`src/rtl/intc_vector_fetcher.sv`:
```
// intc_vector_fetcher: AXI-Lite master that initialises the interrupt controller, then fetches, presents and acknowledges vectors
module intc_vector_fetcher #(
  parameter logic [31:0] BASE_ADDR = 32'h0,
  parameter int NUM_INTR = 8,
  parameter logic [31:0] IER_INIT = 32'hFF,
  parameter int VEC_W = (NUM_INTR > 1) ? $clog2(NUM_INTR) : 1
) (
  input  logic             aclk,
  input  logic             aresetn,
  input  logic             irq_i,
  output logic [31:0]      m_aw_addr,
  output logic             m_aw_valid,
  input  logic             m_aw_ready,
  output logic [31:0]      m_w_data,
  output logic [3:0]       m_w_strb,
  output logic             m_w_valid,
  input  logic             m_w_ready,
  input  logic [1:0]       m_b_resp,
  input  logic             m_b_valid,
  output logic             m_b_ready,
  output logic [31:0]      m_ar_addr,
  output logic             m_ar_valid,
  input  logic             m_ar_ready,
  input  logic [31:0]      m_r_data,
  input  logic [1:0]       m_r_resp,
  input  logic             m_r_valid,
  output logic             m_r_ready,
  output logic [VEC_W-1:0] vec_o,
  output logic             vec_valid_o,
  input  logic             vec_ready_i,
  output logic             init_done_o,
  output logic             err_o
);
  localparam logic [2:0] INIT_MER = 3'd0, WR_AW = 3'd1, WR_B = 3'd2, IDLE = 3'd3,
                         RD_AR = 3'd4, RD_R = 3'd5, PRESENT = 3'd6;
  logic [2:0] state;
  logic       wr_mer;
  assign m_w_strb = 4'hF;
  always_ff @(posedge aclk)
    if (!aresetn) begin
      state       <= INIT_MER;
      wr_mer      <= 1'b0;
      m_aw_addr   <= '0;
      m_aw_valid  <= 1'b0;
      m_w_data    <= '0;
      m_w_valid   <= 1'b0;
      m_b_ready   <= 1'b0;
      m_ar_addr   <= '0;
      m_ar_valid  <= 1'b0;
      m_r_ready   <= 1'b0;
      vec_o       <= '0;
      vec_valid_o <= 1'b0;
      init_done_o <= 1'b0;
      err_o       <= 1'b0;
    end else begin
      err_o <= 1'b0;
      case (state)
        INIT_MER: begin
          m_aw_addr  <= BASE_ADDR + 32'h1C;
          m_w_data   <= 32'h3;
          m_aw_valid <= 1'b1;
          m_w_valid  <= 1'b1;
          wr_mer     <= 1'b1;
          state      <= WR_AW;
        end
        WR_AW: begin
          if (m_aw_ready) m_aw_valid <= 1'b0;
          if (m_w_ready) m_w_valid <= 1'b0;
          if ((!m_aw_valid || m_aw_ready) && (!m_w_valid || m_w_ready)) begin
            m_b_ready <= 1'b1;
            state     <= WR_B;
          end
        end
        WR_B: if (m_b_valid) begin
          m_b_ready <= 1'b0;
          err_o     <= |m_b_resp;
          // A bad response never stalls init: the IER write and init_done follow regardless
          if (wr_mer) begin
            m_aw_addr  <= BASE_ADDR + 32'h08;
            m_w_data   <= IER_INIT;
            m_aw_valid <= 1'b1;
            m_w_valid  <= 1'b1;
            wr_mer     <= 1'b0;
            state      <= WR_AW;
          end else begin
            init_done_o <= 1'b1;
            state       <= IDLE;
          end
        end
        IDLE: if (irq_i) begin
          m_ar_addr  <= BASE_ADDR + 32'h18;
          m_ar_valid <= 1'b1;
          state      <= RD_AR;
        end
        RD_AR: if (m_ar_ready) begin
          m_ar_valid <= 1'b0;
          m_r_ready  <= 1'b1;
          state      <= RD_R;
        end
        RD_R: if (m_r_valid) begin
          m_r_ready <= 1'b0;
          if (|m_r_resp || (m_r_data != 32'hFFFF_FFFF && m_r_data >= 32'(NUM_INTR))) begin
            err_o <= 1'b1;
            state <= IDLE;
          end else if (m_r_data == 32'hFFFF_FFFF) begin
            state <= IDLE;
          end else begin
            vec_o       <= m_r_data[VEC_W-1:0];
            vec_valid_o <= 1'b1;
            state       <= PRESENT;
          end
        end
        PRESENT: if (vec_ready_i) begin
          vec_valid_o <= 1'b0;
          m_aw_addr   <= BASE_ADDR + 32'h0C;
          m_w_data    <= 32'd1 << vec_o;
          m_aw_valid  <= 1'b1;
          m_w_valid   <= 1'b1;
          state       <= WR_AW;
        end
        default: state <= INIT_MER;
      endcase
    end
endmodule

```
`config.mk`:
```
export PLATFORM = sky130hd
export DESIGN_NAME = intc_vector_fetcher
export DESIGN_NICKNAME = d
export VERILOG_FILES = /design/src/rtl/intc_vector_fetcher.sv
export SDC_FILE = /design/constraint.sdc
export NUM_CORES = 1
export LEC_CHECK = 0
export ABC_AREA = 1
export CELL_PAD_IN_SITES_DETAIL_PLACEMENT = 1
export CELL_PAD_IN_SITES_GLOBAL_PLACEMENT = 2
export CORE_MARGIN = 2
export CORE_UTILIZATION = 17
export CTS_CLUSTER_DIAMETER = 30
export DETAILED_ROUTE_END_ITERATION = 8
export PLACE_DENSITY_LB_ADDON = 0.1
export SYNTH_ARGS = -nofsm -noshare
export SYNTH_HDL_FRONTEND = slang
export SYNTH_SLANG_ARGS = --single-unit
```
`constraint.sdc`:
```
create_clock -name aclk -period 1.7 [get_ports aclk]
set_input_delay 0.51 -clock aclk [delete_from_list [all_inputs] [get_ports aclk]]
set_output_delay 0.51 -clock aclk [all_outputs]
set_load 0.02 [all_outputs]
```
==> results.md, run 1 <==
* Synth cell types at 30
* Share of flip-flops with an asynchronous set or reset at 0
* Die Area at 14600 um^2
* Avg WL per Cell at 10.9 um
* Power per cell area at 1020 nW/um^2
* Crit path from: m_b_valid
* Total GRT Usage at 0.0927
* Placed Cells at 629
* Max-cap violations at 0
* GPL Wtd Cong at 0.747
* First-pass GRT wire length at 10900 um
* Placed Area at 3030 um^2
* Reg clk slew, reported paths at 0.07 ns
* Critical path startpoint category: input pin
* Crit Path Category: in -> reg
* Ratio of cells with drive above 1 in the final layout at 0.161
* Cell Rows at 42
* R2R depth at 9
* Crit share post-route at 0.930
* #FFs+latches synth at 27
* Worst Max-Slew Pin Slew at 0.509 ns
* Synth Cell Area at 2310 um^2
* Maximum vdd drop at 0.388 mV
* R2R setup slack at 0.20 ns
* # DRC at 0
* Slew headroom at 0.661
* Die height at 121 um
* RSZ-0062 raised after global routing: no
* DR vias at 2251
* CTS Root Cell: clkbuf_16
* Post-DRT Antenna Nets at 0
* Reg-to-reg critical path startpoint: state[0]
* Critical Path End Type: register
* Initial antenna violation count at 1
* R2R Path End: state[1]
* Largest net degree at the start of global routing at 17
* Critical path arrival at 1.78 ns
* Result of the run: completed
* Nets at 505
* Post-synthesis sequential area ratio at 0.234
* Max Clock Freq at 0.633 GHz
* Design Area, Final at 3230 um^2
* Final setup viols at 0
* Synth Flop Type: dfxtp_1
* Clock net sink count at 27
* Leakage at 1.81 nW
* WL final at 6950 um
* Pwr Total at 3.31 mW
* Crit path required time at 1.90 ns
* Mean Syn Cell Area at 6.31 um^2
* Placeable Area at 13300 um^2
* Core Util, Final at 0.243
* Final min period at 1.58 ns
* Fin. max-slew vios at 0
* Ports at 156
* Yosys warnings at 0
* Number of DRC markers in iteration 0 at 32
* Total CTS buffers at 3
* DR vias/cell at 3.54
* Post-synth EDFFs at 0
* Skew final at 0.00253 ns
* TritonCTS clock tree: done
* Synth-to-layout area growth at 39.7%
* Post-Syn Instances at 367
* Final non-filler cell total at 636
* Fin. Hold Viols at 0
* CTS Buffer Depth at 2
* TritonRoute pass-1 iters at 6
* Fillcell total at 1656
* Vias in the first global route at 2265
* Worst Setup EP: m_w_data[4]
* Crit Path Max Fanout at 13
* Grt total ovfl at 0
* Initial Util at 0.174
* IO buf count at 68
* Die width at 121 um
* Clock latency on the worst-skew pair at 0.27 ns
* DP HPWL at 5770 um
* H-Tree Depth at 1
* HP Class: reg -> reg
-- power by group --
group	internal, mW	switching (mW)	total, mW
Sequential	0.826	0.129	0.955
Combinational	0.637	1.15	1.78
Clock	0.321	0.252	0.573
Total	1.78	1.53	3.31
-- how the worst min path moves through the flow --
stage / startpoint / to / slack (ns) / cells after the start
final: wr_mer / wr_mer / 0.47 / 2
after global placement: wr_mer / wr_mer / 0.45 / 2
after global routing: m_aw_addr[4] / m_aw_addr[4] / 0.50 / 2
after floorplan: wr_mer / wr_mer / 0.44 / 2
after detailed placement: wr_mer / wr_mer / 0.47 / 2
after CTS: m_ar_addr[3] / m_ar_addr[3] / 0.48 / 2
-- critical path: stages --
cell             delay (ns)
clkdlybuf4s50_1        0.46
inv_1                  0.07
nand2_4                0.08
nand2_2                0.07
nor3_4                 0.21
buf_6                  0.18
nand2_1                0.06
a21oi_1                0.13
-- layout make-up --
cell class / instances / area, um^2 / area share
Sequential cell: 27 / 543 / 0.168
Multi-Input combinational cell: 292 / 1310 / 0.406
Antenna cell: 1 / 2.50 / 0.000774
Clock buffer: 3 / 75.1 / 0.0232
Inverter: 41 / 156 / 0.0484
Tap cell: 176 / 220 / 0.0681
Clock inverter: 1 / 7.51 / 0.00232
Timing Repair Buffer: 95 / 917 / 0.284
-- sequential cells by signal (all words and copies together), names as in the netlist --
signal and count:
m_w_data 8, m_aw_addr 3, state 3, vec_o 3, err_o 1, init_done_o 1, m_ar_addr 1, m_ar_valid 1
m_aw_valid 1, m_b_ready 1, m_r_ready 1, m_w_valid 1, vec_valid_o 1, wr_mer 1
-- Yosys cell counts, types with 3 or more instances --
| library cell | count | area [um^2] |
|---|---|---|
| dfxtp_1 | 27 | 541 |
| nand2_1 | 75 | 282 |
| nor2_1 | 62 | 233 |
| nand3_1 | 13 | 65.1 |
| a31oi_1 | 3 | 18.8 |
| a21oi_1 | 21 | 105 |
| o21ai_1 | 4 | 20.0 |
| o21ai_0 | 8 | 40.0 |
| inv_1 | 39 | 146 |
| buf_4 | 88 | 661 |
-- stage by stage --
stage	setup WS (ns)	TNS, ns	hold WS, ns
2_1_floorplan	0.229	0	0.439
4_1_cts	0.000740	0	0.477
3_3_place_gp	-0.455	-4.76	0.452
3_5_place_dp	-0.472	-5.07	0.467
6_report	0.119	0	0.468
5_1_grt	0.0164	0	0.501
-- layer usage --
layer	up-vias	global-route usage	wire [um]
li1	1140	-	-
met1	1017	0.118	3160
met2	90	0.160	3250
met3	4	0.0236	483
met4	0	0.0167	52
met5	-	0	0
-- cells in the final DEF, fill, tap and decap left out, types with 10 or more instances in the layout --
| cell | n |
|---|---|
| nand3_1 | 10 |
| nor2_1 | 46 |
| inv_1 | 32 |
| dlymetal6s2s_1 | 26 |
| clkdlybuf4s50_1 | 11 |
| conb_1 | 87 |
| nand2_1 | 71 |
| dlygate4sd2_1 | 31 |
| nor2_2 | 16 |
| dfxtp_1 | 25 |
| a21oi_1 | 21 |
| buf_4 | 25 |
-- what timing repair did --
| action | CTS | global route |
|---|---|---|
| pin swaps | 11 | 24 |
| gates resized for setup | 38 | 54 |
| hold buffers | 0 | 0 |
| setup buffers | 1 | 1 |
| hold endpoints to repair | 0 | 0 |
| setup endpoints to repair | 29 | 18 |
-- cell families (layout without fill, tap and decap cells) --
logic type	Yosys count	count (layout)	share of synthesized area
AND/OR/NAND/NOR	163	163	0.297
flip-flops	27	27	0.234
buffers and inverters	133	140	0.366
AO/OA/AOI/OAI	42	42	0.100
other	2	88	0.00324
Note: power is estimated with default switching activity, not from simulation.
==> run 2, diff against run 1 <==
- CORE_MARGIN: 2 -> not set
==> run 2 against run 1 <==
Against the previous run:
- sequential power hardly changed
- clock power is 3.5% lower
- sequential share of layout area is 0.23 points higher
- die area is 3.3% lower
- hold slack worse by 0.00063 ns
- critical path depth stayed put
- sequential cell count stayed put
- via count is 2.4% lower
- design area is 0.89% lower
- global-route usage hardly changed
==> results.md, run 2 (same netlist as run 1, synthesis figures left out) <==
* Final min period at 1.57 ns (-0.00769 ns)
* Critical path arrival at 1.76 ns (-0.02 ns)
* Placed Cells at 628 (-0.16%)
* Max reg flops at 8 (unchanged)
* Critical Path End Type: register
* Fin. Hold Viols at 0 (unchanged)
* # DRC at 0 (unchanged)
* Number of DRC markers in iteration 0 at 34 (+6.3%)
* Die height at 119 um (-1.7%)
* Clock power share at 0.170 (-0.003)
* Reg clk slew, reported paths at 0.07 ns (about the same)
* Maximum vdd drop at 0.305 mV (-21%)
* DR vias/cell at 3.46 (-2.2%)
* Nets at 505 (unchanged)
* Leakage at 1.79 nW (-1.6%)
* IO buf count at 68 (unchanged)
* Grt total ovfl at 0 (unchanged)
* Crit path required time at 1.89 ns (about the same)
* Antenna cells at 0 (-1)
* DP HPWL at 5540 um (-4.0%)
* Hold buffer count at cts at 0 (unchanged)
* GPL Wtd Cong at 0.730 (-2.3%)
* Hold_sp: m_w_data[4]
* Max Clock Freq at 0.636 GHz (+0.49%)
* Largest Register: m_w_data
* Avg WL per Cell at 10.2 um (-6.7%)
* Vias in the first global route at 2192 (-3.2%)
* WL final at 6470 um (-6.8%)
* Cell Rows at 42 (unchanged)
* Total GRT Usage at 0.0926 (-0.000105)
* CP Cell Sequence: clkdlybuf4s50_1, inv_1, nand2_4, nand2_2, nor3_4, buf_6, o21ai_0, a21oi_1
* Die Area at 14100 um^2 (-3.3%)
* Crit Path Category: in -> reg
* Clock latency on the worst-skew pair at 0.26 ns (about the same)
* Crit Path Max Fanout at 12 (-1)
* Comb power frac at 0.537 (-0.002)
* Core Util, Final at 0.242 (-0.00121)
* Setup TNS at 0 ns (unchanged)
* Critical path startpoint category: input pin
* Clock net sink count at 27 (unchanged)
* CTS Buffer Depth at 2 (unchanged)
* Final non-filler cell total at 635 (-0.16%)
* Crit path from: m_b_valid
* Final setup viols at 0 (unchanged)
* Total CTS buffers at 3 (unchanged)
* Largest net degree at the start of global routing at 15 (-2)
* Design Area, Final at 3200 um^2 (-0.89%)
* Placeable Area at 13200 um^2 (-0.40%)
* Power per cell area at 1020 nW/um^2 (-0.78%)
* First-pass GRT wire length at 10600 um (-2.9%)
* HP Class: reg -> reg
* TritonCTS clock tree: done
* Placed Area at 3020 um^2 (-0.25%)
* TritonRoute pass-1 iters at 4 (-2)
* Most frequent cells in the layout: 87 x conb_1, 72 x nand2_1, 54 x nor2_1
* Fin. max-slew vios at 0 (unchanged)
* Commonest non-fill, non-tap cell in the layout: conb_1
* Sw Share at 0.452 (-0.00942)
* Ports at 156 (unchanged)
* Switching power at 1.47 mW (-3.7%)
* Max-cap violations at 0 (unchanged)
* Pint at 1.78 mW (about the same)
* CTS Root Cell: clkbuf_16
* Slowest cell on crit path: clkdlybuf4s50_1
* Die width at 119 um (-1.7%)
* Pwr Total at 3.26 mW (-1.7%)
* Crit share post-route at 0.925 (-0.00452)
* Initial Util at 0.175 (+0.000691)
* H-Tree Depth at 1 (unchanged)
* DR vias at 2198 (-2.4%)
* Max incr delay on CP at 0.46 ns (about the same)
* Ratio of cells with drive above 1 in the final layout at 0.146 (-0.0153)
* Seq pwr share at 0.293 (+0.005)
* Reg-to-reg critical path startpoint: state[0]
* Post-DRT Antenna Nets at 0 (unchanged)
* Synth-to-layout area growth at 38.4%
* Skew final at 0.00517 ns (+0.00264 ns)
* Initial antenna violation count at 0 (-1)
* Result of the run: completed
* Fillcell total at 1688 (+1.9%)
## run 2: cell count changes in the layout (fill, tap and decap cells not counted), sizes merged
| cell | delta |
|---|---|
| clkdlybuf4s50 | +1 |
| clkinvlp | -1 |
| clkbuf | +1 |
| dlygate4sd2 | +2 |
| dlymetal6s2s | -3 |
| diode | -1 |
## run 2: final timing paths
check / to / slack, ns / depth (start not counted)
setup / recovery: m_w_data[0] / 0.13 / 8
hold / removal: m_w_data[4] / 0.47 / 2
setup reg to reg: m_w_data[0] / 0.17 / 9
hold reg to reg: m_w_data[4] / 0.47 / 2
## run 2: worst max-delay path, delay by kind of cell
family / cells / cell delay, ns
AO/OA/AOI/OAI: 2 / 0.21
buffers and inverters: 3 / 0.71
AND/OR/NAND/NOR: 3 / 0.32
## run 2: cell type report
cell class                      count  area [um^2]  share of cell area
Multi-Input combinational cell    292         1300               0.405
Timing Repair Buffer               95          907               0.283
Sequential cell                    27          546               0.170
Tap cell                          176          220              0.0687
Inverter                           41          154              0.0480
Clock buffer                        4         78.8              0.0246
## run 2: power groups by stage
stage	clock [mW]	sequential [mW]	combinational (mW)
final	0.553	0.953	1.75
after global routing	0.611	0.988	1.97
after CTS	0.588	0.949	1.75
after detailed placement	0	0.970	1.84
after global placement	0	0.967	1.84
after floorplan	0	1.12	1.16
## run 2: repair_timing
action                                  in CTS  in global routing
endpoints found under the setup margin      31                 19
gates resized for setup                     40                 46
setup buffers                                1                  2
pin swaps                                    8                 20
## run 2: metal layers
layer | track usage | vias to the layer above | share of wire
li1 | - | 1143 | -
met5 | 0 | - | 0
met3 | 0.0208 | 2 | 0.056
met4 | 0.0142 | 0 | 0.0028
met2 | 0.162 | 76 | 0.49
met1 | 0.117 | 977 | 0.45
## run 2: per-stage QoR
stage,setup slack (ns),hold slack [ns]
after global routing,-0.00387,0.504
after global placement,-0.438,0.450
final,0.127,0.467
after detailed placement,-0.503,0.461
after CTS,-0.00450,0.471
after floorplan,0.229,0.439
==> RTL change 1 (settings of run 2) <==
Reset style: asynchronous (`aresetn`), changed in one clocked block.
--- a/src/rtl/intc_vector_fetcher.sv
+++ b/src/rtl/intc_vector_fetcher.sv
@@ -36,7 +36,7 @@
   logic [2:0] state;
   logic       wr_mer;
   assign m_w_strb = 4'hF;
-  always_ff @(posedge aclk)
+  always_ff @(posedge aclk or negedge aresetn)
     if (!aresetn) begin
       state       <= INIT_MER;
       wr_mer      <= 1'b0;
Formal check against the unedited RTL: differs if aresetn is asserted again (counterexample within 4 cycles, from zero or initial values and one cycle with aresetn low); with aresetn held inactive, the same outputs for 10 cycles.
==> RTL change 1 against run 2 <==
Sequential cell count stayed put; routed wire length is 5.2% lower; setup slack worse by 0.096 ns; total power is 21% higher; area after synthesis is 0.97% lower; clock skew is 0.0035 ns lower; final area is 1.3% higher; global-route usage is 0.60 points lower.
==> RTL change 1: results (changes against run 2) <==
[place]
portBuffers=68  ; unchanged
place_congestion=0.688  ; -5.9%
placed_area_sq_um=3000  ; -0.62%
dp_slack_ns=-0.474  ; +0.0292 ns
placed_cells=572  ; -8.9%
detailed_place_hpwl_mm=5.04  ; -9.0%

[yosys]
synth.distinct_cells=29  ; -3.3%
synth.avg_cell_area_sq_um=7.35  ; +16%
synth_mux_area_share_pct=0  ; unchanged
ys_top_cells_by_count=buf_4 (88), nand2_1 (77), nor2_1 (40)
synth_area_leaders=dfrtp_1 (29%), buf_4 (29%), nand2_1 (13%)
yosys_warnings=0  ; unchanged
ys_seq_area_share_pct=29.5  ; +6.1 points
synthXorXnorAreaFrac_pct=0  ; unchanged
synth_compound_area_share_pct=8.19  ; -1.8 points
synth_fa_ha_area_share_pct=0  ; unchanged
ys_async_sr_fraction_pct=100  ; +100 points

[worst_setup_path]
endpoint=m_aw_addr[3]
rr_worst_depth=9  ; unchanged
regToRegSetupSlack_ns=0.03  ; -0.14 ns
worst-path-max-fanout=9  ; -3
cp.arrival_ns=1.82  ; +0.06 ns
critPathLaunch=state[0]

[timing]
final_max_slew_viol_count=0  ; unchanged
fmax_mhz=599  ; -5.8%
final.setup_skew_ns=0.00171  ; -0.00346 ns

[detailed_routing]
drt-vias-per-instance=3.37  ; -2.7%
routed_wl_mm=6.14  ; -5.2%
first_iter_violations=34  ; unchanged
wl_met2_mm=2.83  ; -11%
highest_layer=met4
drt-pass1-iter-count=4  ; unchanged
wl_met1_mm=2.76  ; -4.9%
met3_length_um=509  ; +41%

[worst_hold_path]
hp-start=init_done_o
min_path_type=reg -> reg

[global_route]
use_met3_pct=2.37  ; +0.30 points
grt_max_degree=28  ; +13
grt_pass1_vias=1909  ; -13%
grt_usage_pct=8.67  ; -0.60 points
grt_pass1_wl_mm=9.65  ; -8.7%
gr-usage-met1_pct=10.9  ; -0.79 points
grtUsageMet2_pct=14.4  ; -1.8 points
antenna_found_initial=1  ; +1

[layout]
post_layout_nonfiller_instances=582  ; -8.3%
largest_reg_flops=8  ; unchanged
largest_register=m_w_data
final_nets=451  ; -11%
drive_above_1_share_pct=17.8  ; +3.2 points

[cts]
cts_made_buffers=3  ; unchanged
ctsRootBufferMaster=clkbuf_16
clock_latency_ns=0.26  ; about the same
h-tree-depth=1  ; unchanged
path_clk_slew_ns=0.07  ; about the same
cts_buffer_depth=2  ; unchanged

[power_and_ir_drop]
irDropWorstVdd_uv=292  ; -4.2%
cellLeakagePower_nw=1.82  ; +1.9%

[outcome]
status=finished clean

RTL change 1: kinds of logic after synthesis:
kind of cell,after synthesis
compound gates,31
buf+inv,110
flops,27
other cells,2
simple gates,142
RTL change 1: area by class of cell:
cell class,instances,area (sq um)
Fill cell,1639,9940
Multi-Input combinational cell,260,1240
Antenna cell,1,2.50
Clock buffer,4,78.8
Inverter,20,80.1
Sequential cell,27,676
Tap cell,176,220
Timing Repair Buffer,94,946
RTL change 1: critical path, cell delays in order, from the launching register on:
cell	delay (ns)
dfrtp_1	0.39
inv_2	0.08
nand2_4	0.09
nor2_4	0.14
clkinv_4	0.12
o21ai_4	0.15
nor3_4	0.06
buf_4	0.14
buf_4	0.12
or2_2	0.26
RTL change 1: how the worst min path moves through the flow:
| stage | end | slack (ns) | depth (start not counted) |
|---|---|---|---|
| floorplan | err_o | 0.21 | 0 |
| global placement | m_aw_addr[4] | 0.46 | 2 |
| detailed placement | m_aw_addr[3] | 0.47 | 1 |
| CTS | m_aw_addr[3] | 0.48 | 1 |
| global route | m_aw_addr[3] | 0.48 | 1 |
| finish | init_done_o | 0.47 | 1 |
RTL change 1: repair_timing:
item,CTS,global route
hold buffers,0,0
setup endpoints to repair,27,9
endpoints found under the hold margin,0,0
gates resized for setup,30,51
pin swaps,10,34
buffers inserted,1,4
RTL change 1: stage by stage:
stage               total power [mW]  setup TNS (ns)
CTS                             3.91         -0.0341
finish                          3.93               0
floorplan                       2.65               0
global route                    4.27         -0.0349
detailed placement              3.47           -4.58
global placement                3.44           -4.42
RTL change 1: report_power, final:
part | total [mW] | internal, mW | switching, mW
sequential | 1.05 | 0.900 | 0.152
clock | 0.557 | 0.322 | 0.235
combinational | 2.32 | 0.918 | 1.40
==> RTL change 2 (config.mk and constraints of run 2) <==
Made on the original files. Change the parameter `NUM_INTR` from 8 to 4.
--- a/src/rtl/intc_vector_fetcher.sv
+++ b/src/rtl/intc_vector_fetcher.sv
@@ -1,7 +1,7 @@
 // intc_vector_fetcher: AXI-Lite master that initialises the interrupt controller, then fetches, presents and acknowledges vectors
 module intc_vector_fetcher #(
   parameter logic [31:0] BASE_ADDR = 32'h0,
-  parameter int NUM_INTR = 8,
+  parameter int NUM_INTR = 4,
   parameter logic [31:0] IER_INIT = 32'hFF,
   parameter int VEC_W = (NUM_INTR > 1) ? $clog2(NUM_INTR) : 1
 ) (
Ports: changed (resized vec_o); port bits go from 156 to 155. The function was not compared with the original's and may differ.
==> RTL change 2 against run 2 <==
Combinational power is 3% higher; sequential share of layout area down 0.46 points; register-to-register slack worse by 0.05 ns; setup slack got worse by 0.012 ns; count of clock-buffer cells in the layout is the same; area after synthesis down 13%; final cell count is 15% lower; sequential cell count down 4; final area shrank 13%; via count shrank 14%; total power fell by 2.1%; routed wire length shrank 13%; non-clock buffer count is 3 lower.
==> RTL change 2: results (changes against run 2) <==
[run]
drv_cap=0  ; unchanged

[yosys]
ys_async_sr_fraction_pct=0  ; unchanged
ys_seq_area_share_pct=22.8  ; -0.52 points
synthCells=311  ; -15%
ys_top_cells_by_count=buf_4 (91), nand2_1 (54), nor2_1 (52)
yosys_warnings=0  ; unchanged
synth_fa_ha_area_share_pct=0  ; unchanged
synth_area_leaders=buf_4 (34%), dfxtp_1 (23%), nand2_1 (10%)
synth.distinct_cells=28  ; -6.7%
synthXorXnorAreaFrac_pct=0  ; unchanged
synthFlopType=dfxtp_1
synth_mux_area_share_pct=0  ; unchanged
synth_compound_area_share_pct=9.31  ; -0.69 points

[worst_setup_path]
worst-path-max-fanout=8  ; -4
cp.arrival_ns=1.73  ; -0.03 ns
regToRegSetupSlack_ns=0.12  ; -0.05 ns
rr_worst_depth=9  ; unchanged

[timing]
final.setup_skew_ns=0.00735  ; +0.00218 ns
fmax_mhz=631  ; -0.73%
hold_ws_ns=0.460  ; -0.00709 ns

[place]
place_congestion=0.730  ; unchanged
placed_cells=533  ; -15%
detailed_place_hpwl_mm=4.84  ; -13%
dp_slack_ns=-0.372  ; +0.131 ns
portBuffers=67  ; -1.5%

[worst_hold_path]
worst_hold_path.num_cells=2  ; unchanged
min_path_type=reg -> reg

[cts]
path_clk_slew_ns=0.07  ; about the same
ctsRootBufferMaster=clkbuf_16
cts_made_buffers=3  ; unchanged
h-tree-depth=1  ; unchanged
cts_buffer_depth=2  ; unchanged
clock_latency_ns=0.26  ; about the same

[outcome]
status=finished clean

[detailed_routing]
drt-pass1-iter-count=4  ; unchanged
drt-vias-per-instance=3.50  ; +1.0%
first_iter_violations=23  ; -32%
num_vias=1895  ; -14%
routed_wl_mm=5.61  ; -13%

[global_route]
grt_usage_pct=9.06  ; -0.21 points
grt_pass1_vias=1796  ; -18%
grt_max_degree=13  ; -2
gr-usage-met1_pct=11.8  ; +0.11 points
use_met3_pct=2.08  ; +0.0023 points
antenna_found_initial=0  ; unchanged
grt_pass1_wl_mm=9.05  ; -14%
grtUsageMet2_pct=15.3  ; -0.91 points

[layout]
n_antenna_cell=0  ; unchanged
drive_above_1_share_pct=15.8  ; +1.2 points
final_nets=445  ; -12%
reg.largest.list=m_w_data (5), m_aw_addr (3), state (3)

[power_and_ir_drop]
cellLeakagePower_nw=1.53  ; -14%
irDropWorstVdd_uv=407  ; +34%

RTL change 2: power breakdown:
group | total, mW | switching, mW | internal (mW)
combinational | 1.81 | 1.15 | 0.662
clock | 0.520 | 0.199 | 0.320
sequential | 0.861 | 0.133 | 0.728
total | 3.19 | 1.48 | 1.71
RTL change 2: final timing paths:
check                              endpoint  startpoint
worst min register to register       wr_mer      wr_mer
worst max register to register  m_w_data[2]    state[1]
worst min-delay path                 wr_mer      wr_mer
worst max-delay path            m_w_data[2]    state[1]
RTL change 2: area by class of cell:
class / count / area (sq um)
fill: 1455 / 8670
sequential: 23 / 463
timing repair buffer: 92 / 838
multi-input combinational: 253 / 1130
clock buffer: 4 / 78.8
inverter: 27 / 108
tap: 143 / 179
RTL change 2: cell families (layout without fill, tap and decap cells):
logic type / after synthesis / in the layout
AOI/OAI and AO/OA: 35 / 35
buffers and inverters: 120 / 123
DFF: 23 / 23
other: 2 / 87
and+or+nand+nor: 131 / 131
RTL change 2: repair_timing:
item / CTS / global route
pin swaps: 25 / 23
resized for setup: 52 / 31
endpoints found under the setup margin: 27 / 14
buffers inserted: 1 / 4
RTL change 2: through the flow:
stage	util, %	cell area (sq um)	power (mW)
floorplan	-	2340	2.15
global placement	23.2	2660	2.77
detailed placement	23.2	2660	2.76
CTS	23.5	2690	3.18
global route	24.4	2800	3.47
finish	24.4	2800	3.19
RTL change 2: critical path, cell delays in order, from the launching register on:
cell and delay [ns]:
dfxtp_1 0.40, nand2_2 0.10, nor2_2 0.24, nand2_1 0.17, nand3_4 0.13, nor3_4 0.06
nand2_4 0.13, inv_6 0.06, o21ai_1 0.13, nor2_1 0.05
RTL change 2: layer usage:
layer / share of wire (%) / wire length, um
met1: 46 / 2560
met2: 47 / 2650
met3: 6.5 / 367
met4: 0.68 / 38
met5: 0 / 0
